[config.mk]
export PLATFORM = sky130hd
export DESIGN_NAME = inst_seq_flat
export DESIGN_NICKNAME = d
export VERILOG_FILES = /design/src/rtl/inst_seq_if.sv /design/src/rtl/inst_seq.sv /design/src/flat_wrapper.sv
export SDC_FILE = /design/constraint.sdc
export NUM_CORES = 1
export LEC_CHECK = 0
export CAP_MARGIN = 20
export CELL_PAD_IN_SITES_DETAIL_PLACEMENT = 1
export CELL_PAD_IN_SITES_GLOBAL_PLACEMENT = 1
export CORE_ASPECT_RATIO = 0.9
export CORE_UTILIZATION = 37
export DETAILED_ROUTE_END_ITERATION = 8
export HOLD_SLACK_MARGIN = 0.06
export PLACE_DENSITY_LB_ADDON = 0.1
export SETUP_SLACK_MARGIN = 0.05
export SYNTH_ARGS = -nofsm -noshare
export SYNTH_HDL_FRONTEND = slang
export SYNTH_SLANG_ARGS = --single-unit
[constraint.sdc]
create_clock -name CLK -period 4.23 [get_ports CLK]
set_clock_uncertainty 0.2 [all_clocks]
set_input_delay 0.846 -clock CLK [delete_from_list [all_inputs] [get_ports CLK]]
set_output_delay 0.846 -clock CLK [all_outputs]
set_load 0.05 [all_outputs]
[src/rtl/inst_seq_if.sv]
// Instruction-bus and decode-output bundle for the fetch/decode sequencer.
// master drives the bus words and HOLD; slave is the sequencer.
interface inst_seq_if #(
    parameter int unsigned DW = 4,
    parameter int unsigned AW = 12
);
    logic [DW-1:0] D;
    logic          D_VLD;
    logic          HOLD;
    logic          FETCH;
    logic [DW-1:0] I;
    logic [AW-1:0] TGT;
    logic          EXEC;
    logic          BUSY;
    logic          ARI;
    logic          LOG;
    logic          LD;
    logic          STR;
    logic          SEI;
    logic          SML;
    logic          SMH;
    logic          JMP;
    logic          LDD;
    logic          W_CAR;

    modport master (
        output D, D_VLD, HOLD,
        input  FETCH, I, TGT, EXEC, BUSY,
        input  ARI, LOG, LD, STR, SEI, SML, SMH, JMP, LDD, W_CAR
    );

    modport slave (
        input  D, D_VLD, HOLD,
        output FETCH, I, TGT, EXEC, BUSY,
        output ARI, LOG, LD, STR, SEI, SML, SMH, JMP, LDD, W_CAR
    );
endinterface

[src/rtl/inst_seq.sv]
// Instruction fetch/decode sequencer: latches an opcode, gathers AW/DW operand words for
// jump-class opcodes, and holds registered class strobes plus an EXEC qualifier.
module inst_seq #(
    parameter int unsigned DW = 4,
    parameter int unsigned AW = 12
) (
    input logic         CLK,
    input logic         RST,
    inst_seq_if.slave   bus
);

    localparam int unsigned N    = AW / DW;
    localparam int unsigned CntW = (N > 1) ? $clog2(N + 1) : 1;

    if (DW < 4 || AW < DW || (AW % DW) != 0) begin : gen_param_check
        $error("inst_seq: requires DW>=4, AW>=DW and AW a multiple of DW");
    end

    typedef enum logic [1:0] {StOpc, StArg, StExe} state_t;

    typedef struct packed {
        logic ari;
        logic logOp;
        logic ld;
        logic str;
        logic sei;
        logic sml;
        logic smh;
        logic jmp;
        logic ldd;
        logic wCar;
    } cls_t;

    state_t          stateQ, stateD;
    logic [DW-1:0]   iQ, iD;
    logic [AW-1:0]   tgtQ, tgtD;
    logic [CntW-1:0] cntQ, cntD;
    cls_t            clsQ, clsD;

    logic [3:0] op;
    logic       capture;
    logic       shiftIn;
    logic       lastArg;

    function automatic cls_t decode(input logic [3:0] opc);
        cls_t c;
        c = '0;
        unique case (opc)
            4'h0:                      begin c.ld = 1'b1; c.logOp = 1'b1; end
            4'h1:                      c.str = 1'b1;
            4'h2:                      c.sei = 1'b1;
            4'h3:                      c.sml = 1'b1;
            4'h4, 4'h5, 4'h6:          c.jmp = 1'b1;
            4'h7:                      c.ldd = 1'b1;
            4'h8, 4'h9:                c.ari = 1'b1;
            4'hA, 4'hB:                begin c.ari = 1'b1; c.wCar = 1'b1; end
            4'hC, 4'hD, 4'hE:          c.logOp = 1'b1;
            4'hF:                      c.smh = 1'b1;
            default:                   c = '0;
        endcase
        return c;
    endfunction

    assign op      = bus.D[DW-1:DW-4];
    assign capture = (stateQ == StOpc) && bus.D_VLD;
    assign shiftIn = (stateQ == StArg) && bus.D_VLD;
    assign lastArg = (cntQ == CntW'(N - 1));

    // State register
    always_ff @(posedge CLK or posedge RST) begin
        if (RST) begin
            stateQ <= StOpc;
        end else begin
            stateQ <= stateD;
        end
    end

    // Next-state logic
    always_comb begin
        stateD = stateQ;
        unique case (stateQ)
            StOpc: if (bus.D_VLD) stateD = (op[3:2] == 2'b01) ? StArg : StExe;
            StArg: if (bus.D_VLD && lastArg) stateD = StExe;
            StExe: if (!bus.HOLD) stateD = StOpc;
            default: stateD = StOpc;
        endcase
    end

    // Outputs depend on state only; RST masks FETCH while reset is held.
    always_comb begin
        bus.FETCH = !RST && (stateQ != StExe);
        bus.EXEC  = (stateQ == StExe);
        bus.BUSY  = (stateQ == StArg);
    end

    always_comb begin
        iD   = iQ;
        tgtD = tgtQ;
        cntD = cntQ;
        clsD = clsQ;
        if (capture) begin
            iD   = bus.D;
            tgtD = '0;
            cntD = '0;
            clsD = decode(op);
        end else if (shiftIn) begin
            // Shift-in form also covers AW==DW, where the whole target is the new word.
            tgtD = (tgtQ << DW) | AW'(bus.D);
            cntD = cntQ + CntW'(1);
        end
    end

    always_ff @(posedge CLK or posedge RST) begin
        if (RST) begin
            iQ   <= '0;
            tgtQ <= '0;
            cntQ <= '0;
            clsQ <= '0;
        end else begin
            iQ   <= iD;
            tgtQ <= tgtD;
            cntQ <= cntD;
            clsQ <= clsD;
        end
    end

    assign bus.I     = iQ;
    assign bus.TGT   = tgtQ;
    assign bus.ARI   = clsQ.ari;
    assign bus.LOG   = clsQ.logOp;
    assign bus.LD    = clsQ.ld;
    assign bus.STR   = clsQ.str;
    assign bus.SEI   = clsQ.sei;
    assign bus.SML   = clsQ.sml;
    assign bus.SMH   = clsQ.smh;
    assign bus.JMP   = clsQ.jmp;
    assign bus.LDD   = clsQ.ldd;
    assign bus.W_CAR = clsQ.wCar;

endmodule

[src/flat_wrapper.sv]
// flat-port wrapper written by rule: the top's interface ports become plain ports
module inst_seq_flat 
#(
    parameter int unsigned DW = 4,
    parameter int unsigned AW = 12
)
  (CLK, RST, bus_D, bus_D_VLD, bus_HOLD, bus_FETCH, bus_I, bus_TGT, bus_EXEC, bus_BUSY, bus_ARI, bus_LOG, bus_LD, bus_STR, bus_SEI, bus_SML, bus_SMH, bus_JMP, bus_LDD, bus_W_CAR);
  inst_seq_if #(.DW(DW), .AW(AW)) bus_i ();
  input logic CLK;
  input logic RST;
  input wire logic [$bits(bus_i.D)-1:0] bus_D;
  input wire logic [$bits(bus_i.D_VLD)-1:0] bus_D_VLD;
  input wire logic [$bits(bus_i.HOLD)-1:0] bus_HOLD;
  output wire logic [$bits(bus_i.FETCH)-1:0] bus_FETCH;
  output wire logic [$bits(bus_i.I)-1:0] bus_I;
  output wire logic [$bits(bus_i.TGT)-1:0] bus_TGT;
  output wire logic [$bits(bus_i.EXEC)-1:0] bus_EXEC;
  output wire logic [$bits(bus_i.BUSY)-1:0] bus_BUSY;
  output wire logic [$bits(bus_i.ARI)-1:0] bus_ARI;
  output wire logic [$bits(bus_i.LOG)-1:0] bus_LOG;
  output wire logic [$bits(bus_i.LD)-1:0] bus_LD;
  output wire logic [$bits(bus_i.STR)-1:0] bus_STR;
  output wire logic [$bits(bus_i.SEI)-1:0] bus_SEI;
  output wire logic [$bits(bus_i.SML)-1:0] bus_SML;
  output wire logic [$bits(bus_i.SMH)-1:0] bus_SMH;
  output wire logic [$bits(bus_i.JMP)-1:0] bus_JMP;
  output wire logic [$bits(bus_i.LDD)-1:0] bus_LDD;
  output wire logic [$bits(bus_i.W_CAR)-1:0] bus_W_CAR;
  assign bus_i.D = bus_D;
  assign bus_i.D_VLD = bus_D_VLD;
  assign bus_i.HOLD = bus_HOLD;
  assign bus_FETCH = bus_i.FETCH;
  assign bus_I = bus_i.I;
  assign bus_TGT = bus_i.TGT;
  assign bus_EXEC = bus_i.EXEC;
  assign bus_BUSY = bus_i.BUSY;
  assign bus_ARI = bus_i.ARI;
  assign bus_LOG = bus_i.LOG;
  assign bus_LD = bus_i.LD;
  assign bus_STR = bus_i.STR;
  assign bus_SEI = bus_i.SEI;
  assign bus_SML = bus_i.SML;
  assign bus_SMH = bus_i.SMH;
  assign bus_JMP = bus_i.JMP;
  assign bus_LDD = bus_i.LDD;
  assign bus_W_CAR = bus_i.W_CAR;
  inst_seq #(.DW(DW), .AW(AW)) u_core (.CLK(CLK), .RST(RST), .bus(bus_i));
endmodule
### Word level (Yosys, flattened, before mapping)

Cells that the tools add are included.

| word-level totals | value |
|---|---|
| input port bits | 8 |
| logic and storage cells | 71 |
| register bits | 30 |
| output and inout port bits | 29 |

| cells by class | value |
|---|---|
| multiplexer cells | 19 |
| add/subtract/negate cells | 1 |
| eq/ne operators | 23 |
| bitwise operators | 1 |
| reduce and logical (&&, ||, !) cells | 13 |

Operators by type and width:

| kind | number |
|---|---|
| 4-bit == test (second input constant) | 8 |
| 12-bit 2-to-1 mux | 2 |
| 4-bit by 3-bit == test with 1-bit output (second input constant) | 4 |
| 2-bit 2-to-1 mux | 6 |
| 12-bit by 4-bit OR with 12-bit output | 1 |
| 1-bit 2-to-1 mux | 10 |
| 4-bit by 2-bit == test with 1-bit output (second input constant) | 2 |
| 4-bit OR reduction | 2 |
| 2-bit inequality test (second input constant) | 3 |
| 2-bit one-hot mux with 3 select lines | 1 |
| 2-bit by 1-bit == test with 1-bit output (second input constant) | 2 |
| 2-bit == test (second input constant) | 2 |
| 4-bit by 1-bit == test with 1-bit output (second input constant) | 1 |
| 1-bit logical AND | 4 |
| 4-bit zero test | 1 |
| 3-bit AND reduction | 1 |
| 3-bit OR reduction | 1 |
| 2-bit by 1-bit adder with 2-bit output (second input constant) | 1 |
| 2-bit zero test | 1 |
| 2-bit by 1-bit inequality test with 1-bit output (second input constant) | 1 |
| 2-bit nonzero test | 1 |
| 2-bit OR reduction | 1 |
| 1-bit zero test | 1 |

### Depth between registers and ports, before layout

Gate-level depths: netlist (run 1).

| logic depth | value |
|---|---|
| word-level depth | 4 |
| gate-level depth with buffers | 6 |
| mapped depth without buffers | 5 |

### Least setup slack after synthesis (run 1)

No wires, ideal clock.

| timing | value |
|---|---|
| kind | flip-flop to output port |
| start point | register u_core.stateQ[0] |
| end point | output port bus_FETCH |
| path buffers | 1 |
| slack | 1.485 ns |
| data arrival time | 1.699 ns |
| cell stages (with the launch flop) | 4 |
| data required time | 3.184 ns |
| path through | dfrtp_1 > buf_6 > nor2b_1 > nor2_1 |

| on the way | value |
|---|---|
| longest elaborated chain between the ends | 2 |

Ends and longest elaborated chain:

| what | line | text |
|---|---|---|
| start, declared | inst_seq.sv:34 | `state_t stateQ, stateD;` |
| start signal, assigned | inst_seq.sv:72 | `stateQ <= StOpc;` |
| start signal, assigned | inst_seq.sv:74 | `stateQ <= stateD;` |
| 2-bit inequality test | inst_seq.sv:91 | `bus.FETCH = !RST && (stateQ != StExe);` |
| 1-bit logical AND | inst_seq.sv:91 |  |
| end, declared | flat_wrapper.sv:14 | `output wire logic [$bits(bus_i.FETCH)-1:0] bus_FETCH;` |

Every way passes these cells.

### Final worst setup path (run 1)

| timing | value |
|---|---|
| start point | input port RST |
| end point | output port bus_FETCH |

| on the way | value |
|---|---|
| longest elaborated chain between the ends | 2 |

Ends and longest elaborated chain:

| what | line | text |
|---|---|---|
| start, declared | flat_wrapper.sv:10 | `input logic RST;` |
| 1-bit zero test (no line) | - |  |
| 1-bit logical AND | inst_seq.sv:91 |  |

Every way passes these cells.

==> impl_metrics.env, run 1 <==
export IMPL_viasPerCell=4.961
export IMPL_fmax_mhz=310.8
export IMPL_r2r_cells=3
export IMPL_tightest_slew_ns=0.7881
export IMPL_ant_nets=0
export IMPL_critical_path_required_ns=3.18
export IMPL_ir_drop_v=0.0003393
export IMPL_critical_path_max_stage_delay_ns=0.81
export IMPL_cts_setup_buffers=0
export IMPL_tns_ns=0
export IMPL_slew_headroom_pct=47.46
export IMPL_io_pins=37
export IMPL_power_leakage_uw=0.0007957
export IMPL_cts_tree="built"
export IMPL_rsz0062_at_grt="no"
export IMPL_fillCellCount=369
export IMPL_hp_start="u_core.bus.TGT[9]"
export IMPL_cts_hold_buf=0
export IMPL_worstHoldEndpoint="u_core.bus.TGT[9]"
export IMPL_ys_flop_type="dfrtp_1"
export IMPL_grt_max_degree=25
export IMPL_crit_fanout=2
export IMPL_grt_pass1_vias=1050
export IMPL_r2r_start="u_core.stateQ[0]"
export IMPL_syn_num_nets=137
export IMPL_syn_to_final_growth_pct=37.21
export IMPL_drive_gt1_share_pct=7.273
export IMPL_gp_congestion=0.7532
export IMPL_worstSetupStartpointType="primary input"
export IMPL_grt_pass1_wl_um=4968
export IMPL_whs_path_depth=2
export IMPL_crit_start="RST"
export IMPL_syn_area_per_cell_um2=10.01
export IMPL_rows=19
export IMPL_synth_edf_count=0
export IMPL_r2r_end="u_core.bus.LOG"
export IMPL_htree_levels=2
export IMPL_post_cts_resized=0
export IMPL_yosysMostFrequentCell="nand2_1"
export IMPL_diodes=0
export IMPL_synth_area_leaders="dfrtp_1 (59%), nand2_1 (12%), o31ai_1 (4.1%)"
export IMPL_synthDistinctLibCells=25
export IMPL_crit_chain="clkdlybuf4s50_1 -> nor2_1 -> clkdlybuf4s50_1"
export IMPL_drc=0
export IMPL_period_needed_ns=3.217
export IMPL_synthDominantCellAreaShare_pct=58.59
export IMPL_hold_viol=0
export IMPL_path_class="primary input to output port"
export IMPL_min_path_type="flip-flop to flip-flop"
export IMPL_arrival_ns=2.17
export IMPL_dr_pass1_iters=4
export IMPL_ys_ff_latch=30
export IMPL_period_share_pct=76.06
export IMPL_antenna_found_initial=0
export IMPL_coreArea_um2=3186
export IMPL_die_width_um=64.03
export IMPL_synthTopCellsByCount="nand2_1 (40), dfrtp_1 (30), nand3_1 (9), o21ai_0 (9), o31ai_1 (7)"
export IMPL_clk_pin_slew_ns=0.06
export IMPL_critPathTopFamily="buffers and inverters"
export IMPL_finalSetupViolCount=0
export IMPL_cts_made_buffers=5
export IMPL_clock_latency_ns=0.28
export IMPL_syn_cell_area_um2=1281
export IMPL_io_buffers=36
export IMPL_hpwl_um=2036
export IMPL_crit_path_end_kind="output port"
export IMPL_synthArstFlopShare_pct=100.0
export IMPL_drv_slew=0
export IMPL_die_area_um2=3703
export IMPL_totalPowerFinal_uw=1271
export IMPL_ys_warn_count=0
export IMPL_status="finished clean"
export IMPL_cts_root_buffer="clkbuf_8"
export IMPL_cts_max_path_buffers=2
export IMPL_wirelength_um=2881
export IMPL_initial_core_util_pct=40.22
export IMPL_vias=1027
export IMPL_post_drt_wl_per_cell_um=13.92
export IMPL_fin_nets=173
export IMPL_powerDensity_nw_per_um2=723.0
export IMPL_path_common_cell="clkdlybuf4s50_1"
export IMPL_syn_inst=128
export IMPL_max_cap_violations=0
export IMPL_grt_overflow=0
export IMPL_cpMaxStageDelayCell="clkdlybuf4s50_1"
export IMPL_rrSetupSlack_ns=2.10
export IMPL_cts_sinks=30
export IMPL_seq_area_frac_synth_pct=58.59
export IMPL_synth_area_leader_cell="dfrtp_1"
export IMPL_grt_usage_pct=17.85
export IMPL_die_h_um=57.83
export IMPL_drt_iter0_markers=34
export IMPL_critPathBufInv=2
[stage by stage]
stage	hold slack, ns	cell area, um2	utilization, %	std cells	setup WS (ns)
after floorplan	0.2526	1281	-	128	1.485
after global placement	0.2492	1639	51.45	198	1.016
after detailed placement	0.2596	1667	52.32	199	1.014
after CTS	0.2743	1758	55.18	207	1.002
after global routing	0.2978	1758	55.18	207	0.9513
final	0.2687	1758	55.18	207	1.013
[placed cells by master, fill, tap and decap left out]
cell type	Yosys	final
nor3b_1	1	1
clkbuf_1	2	1
or3b_1	1	1
clkdlybuf4s50_1	0	36
nor3_1	1	1
a211oi_1	1	1
a211o_1	1	1
clkinv_2	0	1
a22oi_1	1	1
nand3_1	9	9
o21ai_0	9	9
nor2b_1	2	2
dfrtp_1	30	30
clkbuf_8	0	6
ha_1	1	1
inv_1	4	4
o31ai_1	7	7
o41ai_2	1	1
mux2_2	2	2
or3_1	1	1
buf_16	0	1
nor2_1	4	4
nand2_1	40	40
mux2_4	1	1
nand2b_1	2	2
a32o_1	1	1
[metal layers]
metal | routed length (um) | vias up | track usage, %
li1 | - | 501 | -
met1 | 1287 | 503 | 21.81
met2 | 1478 | 21 | 30.09
met3 | 104 | 2 | 5.906
met4 | 11 | 0 | 5.519
met5 | 0 | - | 0
[where the power goes]
group | switching (uW) | internal [uW] | total [uW] | leakage (uW)
Combinational | 410 | 195 | 605 | 0.000346
Clock | 102 | 131 | 233 | 0.0000482
Sequential | 68.9 | 364 | 433 | 0.000402
Total | 581 | 690 | 1270 | 0.000796
[flip-flops by register name, indices dropped and copies added (netlist names), 2 cells and up]
signal	cells
u_core.bus.I	4
u_core.bus.TGT	12
u_core.cntQ	2
u_core.stateQ	2
[area by class of cell]
cell class                      instances  area, um2  area share (%)
Sequential cell                        30      750.7           42.70
Clock inverter                          1      5.005          0.2847
Clock buffer                            7      86.33           4.911
Timing Repair Buffer                   37      387.9           22.06
Inverter                                4      15.01          0.8541
Tap cell                               42      52.55           2.989
Multi-Input combinational cell         86      460.4           26.19
[worst max-delay path by stage]
stage	to	slack (ns)	depth (start not counted)
floorplan	bus_FETCH	1.49	3
global placement	bus_FETCH	1.02	3
detailed placement	bus_FETCH	1.01	3
CTS	bus_FETCH	1.00	3
global route	bus_BUSY	0.95	3
finish	bus_FETCH	1.01	3
[worst min-delay path, stage by stage (launching register included)]
cell and delay, ns:
dfrtp_1 0.34, nand2_1 0.05, nand2_1 0.05
[logic make-up (layout without fill, tap and decap cells)]
group                    count (synthesis)  in the layout  share of synthesized area, %
flip-flops                              30             30                         58.59
AO/OA/AOI/OAI                           21             21                         11.52
adder cells (fa/ha/maj)                  1              1                        0.9764
multiplexers                             3              3                         2.929
AND/OR/NAND/NOR                         61             61                         20.51
buffers and inverters                   12             49                         5.468
No activity file was read; power rests on OpenSTA's default activity.
==> inputs of run 2 (changes only) <==
--- a/config.mk
+++ b/config.mk
@@ -9,7 +9,7 @@
 export CELL_PAD_IN_SITES_DETAIL_PLACEMENT = 1
 export CELL_PAD_IN_SITES_GLOBAL_PLACEMENT = 1
 export CORE_ASPECT_RATIO = 0.9
-export CORE_UTILIZATION = 37
+export CORE_UTILIZATION = 31
 export DETAILED_ROUTE_END_ITERATION = 8
 export HOLD_SLACK_MARGIN = 0.06
 export PLACE_DENSITY_LB_ADDON = 0.1
==> constraint.sdc (replaced) <==
create_clock -name CLK -period 2.6 [get_ports CLK]
set_clock_uncertainty 0.2 [all_clocks]
set_input_delay 0.52 -clock CLK [delete_from_list [all_inputs] [get_ports CLK]]
set_output_delay 0.52 -clock CLK [all_outputs]
set_load 0.05 [all_outputs]
==> run 2 against run 1 <==
Hold slack worse by 0.0050 ns. Worst setup slack worse by 0.62 ns. Register-to-register slack worse by 1.4 ns. Wire length increased by 3.3%. Combinational power increased by 65%. Non-clock buffer count up 2. Sequential power up 63%. Count of clock-buffer cells in the layout unchanged. Clock power up 65%. Sequential share of layout area is 0.12 points lower. Critical path depth is the same. Highest routed layer unchanged.
==> impl_metrics.env, run 2 (synthesized netlist as in run 1, its figures left out) <==
export IMPL_drive_gt1_share_pct=10.18
export IMPL_cts_tree="built"
export IMPL_fmax_mhz=452.5
export IMPL_grtUsageMet2_pct=23.68
export IMPL_tightest_slew_ns=0.6839
export IMPL_drt_iter0_markers=57
export IMPL_ant_nets=0
export IMPL_post_drt_wl_per_cell_um=13.97
export IMPL_wirelength_um=2976
export IMPL_rsz0062_at_grt="no"
export IMPL_powerDensity_nw_per_um2=1185
export IMPL_fin_nets=175
export IMPL_grt_pass1_vias=1067
export IMPL_hpwl_um=2095
export IMPL_tns_ns=0
export IMPL_layout_common_cells="nand2_1 (40), clkdlybuf4s50_1 (33), dfrtp_1 (30)"
export IMPL_r2r_start="u_core.stateQ[0]"
export IMPL_slew_headroom_pct=54.40
export IMPL_io_buffers=36
export IMPL_worstSetupStartpointType="flip-flop"
export IMPL_period_share_pct=85.00
export IMPL_status="finished clean"
export IMPL_clock_latency_ns=0.28
export IMPL_post_cts_resized=0
export IMPL_finalCoreUtilization_pct=45.96
export IMPL_drv_slew=0
export IMPL_critical_path_required_ns=1.88
export IMPL_min_path_type="flip-flop to flip-flop"
export IMPL_dr_pass1_iters=4
export IMPL_max_cap_violations=0
export IMPL_cts_hold_buf=0
export IMPL_diodes=0
export IMPL_hp_start="u_core.bus.TGT[8]"
export IMPL_coreArea_um2=3836
export IMPL_syn_to_final_growth_pct=37.60
export IMPL_hold_viol=0
export IMPL_initial_core_util_pct=33.40
export IMPL_final_cells=213
export IMPL_crit_path_end_kind="output port"
export IMPL_crit_fanout=17
export IMPL_antenna_found_initial=0
export IMPL_layout_setup_ws_ns=0.3901
export IMPL_clk_pin_slew_ns=0.07
export IMPL_gp_congestion=0.7590
export IMPL_cts_made_buffers=5
export IMPL_path_class="flip-flop to output port"
export IMPL_viasPerCell=4.873
export IMPL_final_common_cell="nand2_1"
export IMPL_rows=21
export IMPL_r2r_cells=3
export IMPL_power_leakage_uw=0.0008059
export IMPL_worstHoldEndpoint="u_core.bus.TGT[8]"
export IMPL_grt_max_degree=31
export IMPL_busiest_layer="met2"
export IMPL_cts_max_path_buffers=2
export IMPL_finalSetupViolCount=0
export IMPL_die_width_um=69.77
export IMPL_cts_root_buffer="clkbuf_8"
export IMPL_grt_use_met1_pct=19.20
export IMPL_grt_pass1_wl_um=5133
export IMPL_totalPowerFinal_uw=2089
export IMPL_fillCellCount=445
export IMPL_htree_levels=2
export IMPL_dp_slack_ns=0.3230
export IMPL_rrSetupSlack_ns=0.75
export IMPL_cts_sinks=30
export IMPL_arrival_ns=1.49
export IMPL_period_needed_ns=2.210
export IMPL_dp_cells=205
export IMPL_grt_use_met3_pct=4.516
export IMPL_whs_path_depth=2
export IMPL_grt_overflow=0
export IMPL_vias=1038
export IMPL_grt_usage_pct=15.21
export IMPL_drc=0
export IMPL_largest_reg_flops=12
export IMPL_cts_setup_buffers=0
export IMPL_r2r_end="u_core.bus.LOG"
export IMPL_io_pins=37
export IMPL_die_area_um2=4395
export IMPL_die_h_um=62.99
export IMPL_ir_drop_v=0.0006093
-- run 2: changes by cell type in the layout (fill, tap and decap cells not counted), sizes merged --
cell	change
buf	+5
clkdlybuf4s50	-3
-- run 2: layer usage --
metal	vias up	routed length, um
li1	506	-
met1	511	1451
met5	-	0
met4	0	18
met2	19	1387
met3	2	119
-- run 2: how the worst max path moves through the flow --
stage | cells after the start | to | slack [ns] | from
after floorplan | 3 | bus_FETCH | 0.18 | u_core.stateQ[0]
after global placement | 4 | u_core.bus.I[2] | 0.35 | bus_D_VLD
after detailed placement | 4 | u_core.bus.I[2] | 0.32 | bus_D_VLD
after CTS | 3 | bus_BUSY | 0.33 | u_core.stateQ[0]
after global routing | 3 | bus_BUSY | 0.18 | u_core.stateQ[0]
final | 3 | bus_BUSY | 0.39 | u_core.stateQ[0]
-- run 2: where the power goes --
group          switching (uW)  leakage (uW)  internal, uW
clock network             170     0.0000482           213
registers                 115      0.000402           592
logic                     669      0.000356           330
total                     954      0.000806          1140
-- run 2: metrics by stage --
stage | hold slack [ns] | area [um2]
after floorplan | 0.2526 | 1281
after global placement | 0.2488 | 1672
after detailed placement | 0.2564 | 1672
after CTS | 0.2705 | 1763
after global routing | 0.2851 | 1763
final | 0.2637 | 1763
-- run 2: area by class of cell --
type | count | area [um2] | area share, %
multi-input combinational | 86 | 460.4 | 26.12
tap | 46 | 57.56 | 3.265
clock buffer | 7 | 86.33 | 4.897
sequential | 30 | 750.7 | 42.58
timing repair buffer | 39 | 387.9 | 22.00
clock inverter | 1 | 5.005 | 0.2839
inverter | 4 | 15.01 | 0.8517
-- run 2: critical path, stage by stage (launching register included) --
cell and delay, ns:
dfrtp_1 0.67, inv_1 0.20, nor2_1 0.13, buf_4 0.21
